[src/rtl/shader_sequencer.sv]
// rtl/shader_sequencer.sv - per-pixel shader program sequencer with write-arbitrated program memory
//
// Purpose: on each pixel_start strobe, streams the stored program to the execute
// unit one instruction per cycle, tagged with first/last markers. Configuration
// writes into the program memory are accepted only while idle or during blanking.
//
// Optional feature macro: SHADER_EARLY_HALT_EN
//   defined   - a fetched HALT_OPCODE word is presented as the last instruction
//               and the run ends there.
//   undefined - every run lasts NUM_INSTR cycles.
//
// Ports:
//   clk, reset                  clock, asynchronous active-high reset
//   pixel_start                 one-cycle strobe starting (or restarting) a run
//   frame_blank                 high during blanking; opens the write window
//   wr_req/wr_addr/wr_data      program write request, held until wr_ack
//   wr_ack                      one-cycle pulse after a write lands
//   instr/instr_valid           instruction stream to the execute unit
//   instr_first/instr_last      program boundary markers
//   busy                        sequencer in RUN
//   overrun/clear_overrun       sticky restart-while-running flag and its clear
module shader_sequencer #(
    parameter int NUM_INSTR = 16,
    parameter int INSTR_W = 8,
    parameter logic [INSTR_W-1:0] HALT_OPCODE = {INSTR_W{1'b1}},
    localparam int PC_W = (NUM_INSTR > 1) ? $clog2(NUM_INSTR) : 1
) (
    input  logic               clk,
    input  logic               reset,
    input  logic               pixel_start,
    input  logic               frame_blank,
    input  logic               wr_req,
    input  logic [PC_W-1:0]    wr_addr,
    input  logic [INSTR_W-1:0] wr_data,
    output logic               wr_ack,
    output logic [INSTR_W-1:0] instr,
    output logic               instr_valid,
    output logic               instr_first,
    output logic               instr_last,
    output logic               busy,
    output logic               overrun,
    input  logic               clear_overrun
);
    localparam logic [PC_W-1:0] LAST_PC = PC_W'(NUM_INSTR - 1);

    typedef enum logic {IDLE, RUN} state_t;

    state_t             state_q, state_d;
    logic [PC_W-1:0]    pc_q, pc_d, pc_next;
    logic [INSTR_W-1:0] mem_q [NUM_INSTR];
    logic [INSTR_W-1:0] instr_q, instr_d;
    logic               valid_q, valid_d;
    logic               first_q, first_d;
    logic               last_q, last_d;
    logic               busy_q, busy_d;
    logic               wr_ack_q, wr_ack_d;
    logic               overrun_q, overrun_d;
    logic               wr_accept;
    logic               halt_first, halt_next;

    assign pc_next = pc_q + 1'b1;

`ifdef SHADER_EARLY_HALT_EN
    assign halt_first = (mem_q[0] == HALT_OPCODE);
    assign halt_next  = (mem_q[pc_next] == HALT_OPCODE);
`else
    logic unused_halt;
    assign halt_first  = 1'b0;
    assign halt_next   = 1'b0;
    assign unused_halt = ^HALT_OPCODE;
`endif

    // The ack register doubles as a one-cycle lockout so a held wr_req is not
    // accepted twice before the requester has seen the ack.
    assign wr_accept = wr_req && !wr_ack_q && (state_q == IDLE || frame_blank);

    always_ff @(posedge clk or posedge reset) begin
        if (reset) begin
            state_q <= IDLE;
        end else begin
            state_q <= state_d;
        end
    end

    always_comb begin
        state_d   = state_q;
        pc_d      = pc_q;
        instr_d   = instr_q;
        valid_d   = 1'b0;
        first_d   = 1'b0;
        last_d    = 1'b0;
        wr_ack_d  = wr_accept;
        overrun_d = overrun_q;
        if (clear_overrun) begin
            overrun_d = 1'b0;
        end
        case (state_q)
            IDLE: begin
                if (pixel_start) begin
                    state_d = RUN;
                    pc_d    = '0;
                    instr_d = mem_q[0];
                    valid_d = 1'b1;
                    first_d = 1'b1;
                    last_d  = (NUM_INSTR == 1) || halt_first;
                end
            end
            RUN: begin
                if (pixel_start) begin
                    // Restart wins over everything, even on the last cycle;
                    // setting after the clear makes set dominate.
                    overrun_d = 1'b1;
                    pc_d      = '0;
                    instr_d   = mem_q[0];
                    valid_d   = 1'b1;
                    first_d   = 1'b1;
                    last_d    = (NUM_INSTR == 1) || halt_first;
                end else if (last_q) begin
                    // instr keeps its final value while idle.
                    state_d = IDLE;
                end else begin
                    pc_d    = pc_next;
                    instr_d = mem_q[pc_next];
                    valid_d = 1'b1;
                    last_d  = (pc_next == LAST_PC) || halt_next;
                end
            end
            default: state_d = IDLE;
        endcase
        busy_d = (state_d == RUN);
    end

    always_ff @(posedge clk or posedge reset) begin
        if (reset) begin
            pc_q      <= '0;
            instr_q   <= '0;
            valid_q   <= 1'b0;
            first_q   <= 1'b0;
            last_q    <= 1'b0;
            busy_q    <= 1'b0;
            wr_ack_q  <= 1'b0;
            overrun_q <= 1'b0;
            for (int i = 0; i < NUM_INSTR; i++) begin
                mem_q[i] <= '0;
            end
        end else begin
            pc_q      <= pc_d;
            instr_q   <= instr_d;
            valid_q   <= valid_d;
            first_q   <= first_d;
            last_q    <= last_d;
            busy_q    <= busy_d;
            wr_ack_q  <= wr_ack_d;
            overrun_q <= overrun_d;
            // Non-blocking write: a fetch of the same word at this edge sees old data.
            if (wr_accept) begin
                mem_q[wr_addr] <= wr_data;
            end
        end
    end

    assign instr       = instr_q;
    assign instr_valid = valid_q;
    assign instr_first = first_q;
    assign instr_last  = last_q;
    assign busy        = busy_q;
    assign wr_ack      = wr_ack_q;
    assign overrun     = overrun_q;
endmodule

[config.mk]
export PLATFORM = sky130hd
export DESIGN_NAME = shader_sequencer
export DESIGN_NICKNAME = d
export VERILOG_FILES = /design/src/rtl/shader_sequencer.sv
export SDC_FILE = /design/constraint.sdc
export NUM_CORES = 1
export LEC_CHECK = 0
export ABC_AREA = 1
export BUFFER_PORTS_ARGS = -buffer_cell sky130_fd_sc_hd__buf_2
export CORE_MARGIN = 4
export CORE_UTILIZATION = 60
export DETAILED_ROUTE_END_ITERATION = 12
export HOLD_SLACK_MARGIN = 0.15
export PLACE_DENSITY = 0.78
export SLEW_MARGIN = 30
export SYNTH_ARGS = -nofsm -noshare
export SYNTH_HDL_FRONTEND = slang
export SYNTH_SLANG_ARGS = --single-unit
[constraint.sdc]
create_clock -name clk -period 5.6 [get_ports clk]
set_clock_uncertainty 0.15 [all_clocks]
set_input_delay 0.56 -clock clk [delete_from_list [all_inputs] [get_ports clk]]
set_output_delay 0.56 -clock clk [all_outputs]
set_load 0.02 [all_outputs]
==> metrics.txt, run 1 <==
die area 0.01335 mm^2; syn avg cell area 7.652 um^2; CTS tree yes; clock buffer depth 2; final antenna-violating net count 0; Die H 115.6 um; Nets 930; post-synth top area share 0.5228; layout cell share with drive strength beyond 1 0.08043; vias in the first global route 5305; Synth area leaders dfrtp_1 (52%), nand2_1 (20%), o21ai_0 (9.4%); n_diodes 0; first-pass GRT wire length 28610 um; Resized Gates After CTS 0; post-synthesis xor/xnor area fraction 0.007211; TNS Setup 0 ps; gr usage total 0.2825; H-tree Lvls 4; CTS clk-pin slew, worst paths 60 ps; area fraction in compound gates after synthesis 0.1020; Root Buffer clkbuf_16; worst-path maximum fanout 44; I/O Pins 32; input/output buffers 31; post-synthesis sequential area ratio 0.5228; post-detailed-route wirelength per cell 16.56 um; CP Data Required Time approximately 5800 ps; Worst VDD drop between 0.0003 and 0.0004 V; FMAX 374.8 MHz; Critical Path Sink Type flop; Tmin final 2668 ps; GP Congestion 0.8808; status completed; largest area contributor in the netlist dfrtp_1; syn nets 927; largest net degree at the start of global routing 103; Iter 0 DRT Violations around 700; pwr/cell area roughly 370 mW/mm^2; Setup-failing EPs final 0; leakage approximately 3.8 nW; Synth Instances 907; R2R setup slack slightly below 3000 ps; Setup CP Type flop to flop; initial antenna violation count 0; largest family of logic cells by synthesized area simple AND/OR/NAND/NOR gates; mux share of post-synthesis cell area 0; YS warnings 0; Clk Latency, worst-skew pair roughly 420 ps; vias per cell about 5.5; Power Total 2.807 mW; core area 0.01137 mm^2; Min-Delay Path Class primary input to async pin; Detailed Place HPWL 10970 um; CTS Hold Bufs 0; Simple-Gate Fraction of Synth Area 0.2836; max cap viols 0; via count slightly below 6000; Final period util 0.4765; final core utilization 0.6653; global route overflow 0; post-CTS setup buffer count 0; critical path arrival 2880 ps; Distinct cells, synth 24; Adder-Cell Fraction of Synth Area 0.003606; #FFs+latches synth approximately 150; Starting Density 0.6104; mapped cell area 0.006940 mm^2; DR pass1 iterations 5; row cnt 39; commonest non-fill, non-tap cell in the layout nand2_1; Slew @ Worst Pin 939.1 ps; CP startpoint kind flop; RSZ-0062 raised after global routing no; DRC 0; CTS buffer count 17; Post-Route WL 17600 um; Hold Vio Cnt, Final 0; commonest cells after routing, fill and taps aside nand2_1 (365), dfrtp_1 (144), o21ai_0 (130), nand3_1 (90), inv_1 (82); fin. max-slew vios 0; CTS sink cnt around 150; relative max-transition margin 0.3709; Die X-Extent 115.6 um; area growth from synthesis to layout 8.996%
==> cell type report <==
type                            instances  area, um^2
Tap cell                              143       178.9
Sequential cell                       145        3630
Multi-Input combinational cell        626        2751
Inverter                               85       326.6
Clock inverter                          8       42.54
Timing Repair Buffer                   35       185.2
Fill cell                             961        3805
Clock buffer                           21       450.4
==> path summary, 6_finish.rpt <==
path,depth (start not counted),start,end
max,7,pc_q[0]$_DFFE_PP0P_,instr[1]$_DFFE_PP0P_
min,2,reset,mem_q[22]$_DFFE_PP0P_
max reg2reg,7,pc_q[0]$_DFFE_PP0P_,instr[1]$_DFFE_PP0P_
min reg2reg,2,mem_q[122]$_DFFE_PP0P_,mem_q[122]$_DFFE_PP0P_
max in group asynchronous,3,reset,pc_q[0]$_DFFE_PP0P_
min in group clk,2,clear_overrun,overrun$_DFF_PP0_
==> registers in the layout (all words and copies together), names as in the netlist <==
register,cells
instr,8
pc_q,4
busy,1
wr_ack,1
instr_last,1
overrun,1
instr_first,1
mem_q,128
==> critical path, stage by stage, from the launching register on <==
cell and delay, ps:
dfrtp_2 640, buf_4 520, nand3_1 210, xor2_1 660
nand3_1 190, nand3_1 100, nand2_1 50, nand2_1 50
==> per-layer routing <==
| metal | up-vias | track usage | routed length, um |
|---|---|---|---|
| met4 | 0 | 0.09233 | 321 |
| li1 | 2866 | - | - |
| met5 | - | 0 | 0 |
| met3 | 29 | 0.07206 | 1330 |
| met2 | 223 | 0.4178 | 8030 |
| met1 | 2765 | 0.4112 | 7919 |
==> cells in the mapped netlist <==
cell type and number:
buf_6 2, nor3_4 1, or2_2 2, o21ai_0 130
nand2_1 365, nor2_1 14, nand3_1 90, xor2_2 1
xnor2_2 1, dfrtp_1 145, nand4_1 3, clkbuf_1 24
ha_1 2, o21ai_1 3, o22ai_1 2, buf_1 1
nor2_2 1, nand3_2 2, xor2_1 2, buf_2 22
buf_4 2, a21oi_1 6, nor4_4 1, inv_1 85
==> cells by family (layout without fill, tap and decap cells) <==
family	count (synthesis)	count (layout)
flops	145	145
xor+xnor	4	4
fa+ha+maj	2	2
compound gates	141	141
buf+inv	136	149
simple gates	479	479
==> per-stage QoR <==
| stage | cells | worst slack, ps | cell area [um^2] | hold WS [ps] |
|---|---|---|---|---|
| finish | 1063 | 2932 | 7565 | 119.6 |
| global route | 1063 | 2779 | 7565 | 177.6 |
| CTS | 1063 | 2979 | 7562 | 176.2 |
| detailed placement | 1034 | 2985 | 7069 | 322.8 |
| global placement | 1034 | 3015 | 7069 | 315.0 |
| floorplan | 907 | 995.4 | 6940 | 302.9 |
==> where the power goes <==
group / internal [mW] / switching [mW] / leakage (nW) / total [mW]
Sequential: 1.23 / 0.105 / 1.89 / 1.33
Clock: 0.562 / 0.411 / 0.248 / 0.973
Combinational: 0.173 / 0.328 / 1.70 / 0.501
(Power assumes the default switching activity.)
==> inputs of run 2 (changes only) <==
- ABC_AREA: 1 -> 0
- CORE_UTILIZATION: 60 -> 55
- PLACE_DENSITY: 0.78 -> 0.75
- clock period: 5.6 -> 2.4 ns (I/O delays scaled with it)
==> run 2 against run 1 <==
Effect of this change: synthesized cell count shrank 51%; die area grew 4.5%; flip-flop and latch count is the same; total power grew to 2.5 times the previous value; global-route usage shrank 5.0 points; highest routed layer unchanged; sequential power grew 140%; combinational power grew 140%; via count shrank 32%; sequential share of layout area shrank 1.8 points; critical endpoint is now instr[5]$_DFFE_PP0P_.
==> metrics.txt, run 2 <==
Detailed Place HPWL 9635 um; final setup margin 88.50 ps; input/output buffers 31; Hold Vio Cnt, Final 0; Synth area leaders dfrtp_1 (54%), mux2_2 (22%), mux4_2 (9.8%); GP Congestion 0.8331; Power Total between 7 and 8 mW; commonest cells after routing, fill and taps aside dfrtp_1 (144), mux2_2 (131), buf_2 (31), mux4_2 (29); CP Data Required Time around 2600 ps; row cnt 39; Die X-Extent approximately 120 um; top sig layer met4; relative max-transition margin 0.4813; CTS tree yes; layout cell share with drive strength beyond 1 0.4914; register bank with the most flops mem_q; CTS clk-pin slew, worst paths 60 ps; vias in the first global route 4421; pwr/cell area 900.1 mW/mm^2; Starting Density 0.5717; Clk Latency, worst-skew pair 430 ps; global route overflow 0; Fin Hold WS 165.2 ps; DR pass1 iterations 4; footprint of the multi-input gates 0.002917 mm^2; Root Buffer clkbuf_16; Iter 0 DRT Violations 277; Async SR Flop Fraction 1.000; Nets 531; gr usage total 0.2321; met1 wire length about 6300 um; Crit-path slowest cell mux4_1; Power Internal 5.370 mW; critical path arrival 2460 ps; switching power total 1.711 mW; fin. max-slew vios 0; Setup CP Type flop to flop; post-CTS setup buffer count 0; FMAX 432.6 MHz; via count 3986; final core utilization 0.6746; delay of the slowest critical-path stage roughly 580 ps; DRC 0; largest area contributor in the netlist dfrtp_1; vias per cell 5.985; Post-synth EDFFs 0; Reg power frac 0.442; Switching Share 0.2417; first-pass GRT wire length 24320 um; Die H about 120 um; Filler cells 816; area growth from synthesis to layout 18.00%; Clock power frac 0.390; syn nets 467; placed insts about 620; YS warnings 0; CTS sink cnt between 100 and 150; clock buffer depth 2; H-tree Lvls 4; Final Cell Area 0.007868 mm^2; CP cell instances ha_4 > xor2_4 > mux4_1 > mux2_2 > a221oi_1 > o21ai_1; I/O Pins 32; post-synth top area share 0.5442; commonest non-fill, non-tap cell in the layout dfrtp_1; max cap viols 0; core area 0.01166 mm^2; Largest register FFs 128; syn avg cell area 14.92 um^2; Synth Instances 447; Distinct cells, synth 38; n_diodes 0; #FFs+latches synth about 150; Comb power frac 0.168; RSZ-0062 raised after global routing yes; die area 0.01395 mm^2; leakage 3.577 nW; status completed; initial antenna violation count 0; DR WL met3 837 um; final antenna-violating net count 0; post-detailed-route wirelength per cell 22.47 um; sequential cell area 0.003630 mm^2; commonest cells in the netlist dfrtp_1 (145), mux2_2 (131), mux4_2 (29); Critical Path Sink Type flop; Min-Delay Path Class primary input to flop; routed length on met2 7531 um; Worst VDD drop between 0.0005 and 0.0006 V; TNS Setup 0 ps; worst-path maximum fanout 4; Post-Route WL roughly 15000 um; Setup-failing EPs final 0; mapped cell area 0.006668 mm^2; largest net degree at the start of global routing 146; prevailing post-synth register cell dfrtp_1; CP startpoint kind flop; pre-CTS WS -25.12 ps; Tmin final 2312 ps; CTS buffer count 17; Slew @ Worst Pin 778.0 ps; Final period util 0.9631; dpl cell area a little over 0.007 mm^2; post-synthesis sequential area ratio 0.5442; top-count cell post-synth dfrtp_1; Layout Cells excl Fill 666
-- run 2: repair_timing --
| action | 4_1_cts | 5_1_grt |
|---|---|---|
| gates resized for setup | 2 | 5 |
| endpoints found under the setup margin | 3 | 8 |
| gates cloned | 0 | 0 |
| endpoints found under the hold margin | 223 | 0 |
| hold buffers | 12 | 0 |
| pin swaps | 1 | 1 |
-- run 2: kinds of logic after synthesis --
| group | count (synthesis) | synth area share |
|---|---|---|
| mux | 173 | 0.3460 |
| flops | 145 | 0.5442 |
| simple gates | 64 | 0.04729 |
| buf+inv | 31 | 0.02289 |
| compound gates | 27 | 0.02702 |
| xor+xnor | 5 | 0.008822 |
| fa+ha+maj | 2 | 0.003752 |
-- run 2: final cells by class --
type                       count  share of cell area
sequential                   145              0.4614
multi-input combinational    271              0.3707
timing repair buffer          71             0.06330
clock buffer                  22             0.05900
tap                          143             0.02274
clock inverter                 9             0.01988
inverter                       5            0.003022
-- run 2: power groups by stage --
stage,clock network [mW],registers (mW),logic [mW]
6_report,2.76,3.13,1.19
5_1_grt,2.93,3.18,1.30
4_1_cts,2.81,3.13,1.20
3_5_place_dp,0,3.17,1.18
3_3_place_gp,0,3.14,1.13
2_1_floorplan,0,3.12,0.873
-- run 2: path summary, 6_finish.rpt --
| check | slack [ps] | to | depth (start not counted) | start |
|---|---|---|---|---|
| worst max-delay path | 90 | instr[5]$_DFFE_PP0P_ | 6 | pc_q[0]$_DFFE_PP0P_ |
| worst min-delay path | 170 | mem_q[123]$_DFFE_PP0P_ | 2 | wr_data[3] |
| worst max register to register | 90 | instr[5]$_DFFE_PP0P_ | 6 | pc_q[0]$_DFFE_PP0P_ |
| worst min register to register | 340 | instr[5]$_DFFE_PP0P_ | 2 | instr[5]$_DFFE_PP0P_ |
| max in group asynchronous | 1050 | pc_q[0]$_DFFE_PP0P_ | 4 | reset |
| min in group asynchronous | 400 | mem_q[4]$_DFFE_PP0P_ | 4 | reset |
-- run 2: critical path: cells and delay by family, from the launching register on --
family / cells / cell delay [ps]
multiplexers: 2 / 850
flip-flops: 1 / 450
AO/OA/AOI/OAI: 2 / 350
adder cells (fa/ha/maj): 1 / 190
XOR/XNOR: 1 / 190
-- run 2: routing by layer --
metal  vias to the layer above  global-route usage
met2                       110              0.3741
met3                        22             0.06439
met4                         0             0.08864
met1                      2077              0.3018
li1                       1777                   -
met5                         -                   0
==> inputs of run 3 (changes only) <==
- GPL_ROUTABILITY_DRIVEN: unset -> 0
- MAX_ROUTING_LAYER: unset -> met4
- PLACE_DENSITY: 0.75 -> 0.84
==> run 3 against run 2 <==
Effect of this change: highest routed layer unchanged; non-clock buffer count is 6 lower; cell count is 1.1% lower; via count is 0.63% higher; die area stayed put.
==> metrics.txt, run 3 (synthesis gave the netlist of run 2 again) <==
vias in the first global route ~4500; layout cell share with drive strength beyond 1 0.4884; core area 0.01166 mm^2; Reg2Reg Depth 6; commonest cells after routing, fill and taps aside dfrtp_1 (145), mux2_2 (131), mux4_2 (31), buf_2 (31), nand2_1 (26); final setup margin 99.39 ps; Stages on worst setup path 6; Die H 118.1 um; Root Buffer clkbuf_16; row cnt 39; I/O Pins 32; Crit-path slowest cell mux4_2; gr usage total 0.2430; DR pass1 iterations 4; placed insts between 600 and 700; H-tree Lvls 4; met1 wire length 6044 um; CTS sink cnt 145; clock buffer depth 2; dpl cell area 0.007101 mm^2; post-detailed-route wirelength per cell 22.76 um; Bufs and invs on worst path 0; largest net degree at the start of global routing 65; pwr/cell area between 800 and 900 mW/mm^2; Final Cell Area 0.007815 mm^2; area growth from synthesis to layout 17.21%; Starting Density 0.5717; DRC 0; Post-Route WL 15000 um; CTS clk-pin slew, worst paths roughly 60 ps; Die X-Extent 118.1 um; Power Total 6.949 mW; Layout Cells excl Fill 659; Slew @ Worst Pin 584.5 ps; Filler cells between 800 and 900; final core utilization 0.6701; critical path arrival 2460 ps; CTS tree yes; Hold Path Depth 2; commonest non-fill, non-tap cell in the layout dfrtp_1; Setup-failing EPs final 0; Fin Hold WS 163.2 ps; Iter 0 DRT Violations roughly 290; relative max-transition margin 0.6095; vias per cell just over 6; Tmin final 2301 ps; CP startpoint kind flop; CP top delay family multiplexers; pre-CTS WS ~27 ps; TNS Setup 0 ps; via count 4011; leakage 3.546 nW; global route overflow 0; Hold Vio Cnt, Final 0; DR WL met3 976 um; FMAX 434.7 MHz; routed length on met2 approximately 7600 um; max cap viols 0; status completed; CTS buffer count 17; n_diodes 0; input/output buffers 31; die area 0.01395 mm^2; CP Data Required Time 2560 ps; Critical Path Sink Type flop; fin. max-slew vios 0; final antenna-violating net count 0; Largest register FFs 128; first-pass GRT wire length 24780 um; RSZ-0062 raised after global routing yes; CP cell instances ha_1 > xor2_4 > mux4_2 > mux2_2 > a221oi_1 > o21ai_1; Detailed Place HPWL 9493 um; Nets between 500 and 600; worst-path maximum fanout 5; Worst VDD drop 0.0006852 V; Clk Latency, worst-skew pair 420 ps; Final period util 0.9586; initial antenna violation count 0; delay of the slowest critical-path stage between 500 and 600 ps; register bank with the most flops mem_q; top sig layer met4; Setup CP Type flop to flop; Min-Delay Path Class primary input to flop
-- run 3: cell types whose count changed in the layout (fill, tap and decap cells not counted), moves of 2 or more --
| cell | change |
|---|---|
| clkbuf_1 | -2 |
| buf_4 | -9 |
| ha_1 | +2 |
| mux4_1 | -2 |
| bufinv_16 | -2 |
| buf_12 | +4 |
| mux4_2 | +2 |
-- run 3: routing by layer --
| layer | track usage | vias to the layer above |
|---|---|---|
| met5 | - | - |
| met4 | 0.09670 | 0 |
| met3 | 0.06439 | 32 |
| met2 | 0.3844 | 145 |
| met1 | 0.3004 | 2068 |
| li1 | - | 1766 |
-- run 3: repair_timing --
action	in CTS	in global routing
endpoints found under the setup margin	1	3
gates cloned	0	0
hold endpoints to repair	82	0
resized for setup	0	5
hold buffers	11	0
setup buffers	1	0
-- run 3: final timing paths --
kind	startpoint	endpoint	slack, ps
min	wr_data[2]	mem_q[50]$_DFFE_PP0P_	160
max reg2reg	pc_q[1]$_DFFE_PP0P_	instr[5]$_DFFE_PP0P_	100
min in group asynchronous	reset	mem_q[45]$_DFFE_PP0P_	290
max in group asynchronous	reset	mem_q[103]$_DFFE_PP0P_	1110
min reg2reg	instr[5]$_DFFE_PP0P_	instr[5]$_DFFE_PP0P_	340
max	pc_q[1]$_DFFE_PP0P_	instr[5]$_DFFE_PP0P_	100
-- run 3: area by class of cell --
class | instances | area [um^2] | share of cell area
multi-input combinational | 271 | 2904 | 0.3716
inverter | 5 | 23.77 | 0.003042
timing repair buffer | 65 | 500.5 | 0.06404
tap | 143 | 178.9 | 0.02289
sequential | 145 | 3628 | 0.4643
clock inverter | 9 | 108.9 | 0.01393
clock buffer | 21 | 470.5 | 0.06020
-- run 3: power breakdown --
part	total [mW]	switching [mW]	internal, mW
Combinational	1.22	0.511	0.708
Clock	2.58	0.986	1.60
Sequential	3.15	0.252	2.89
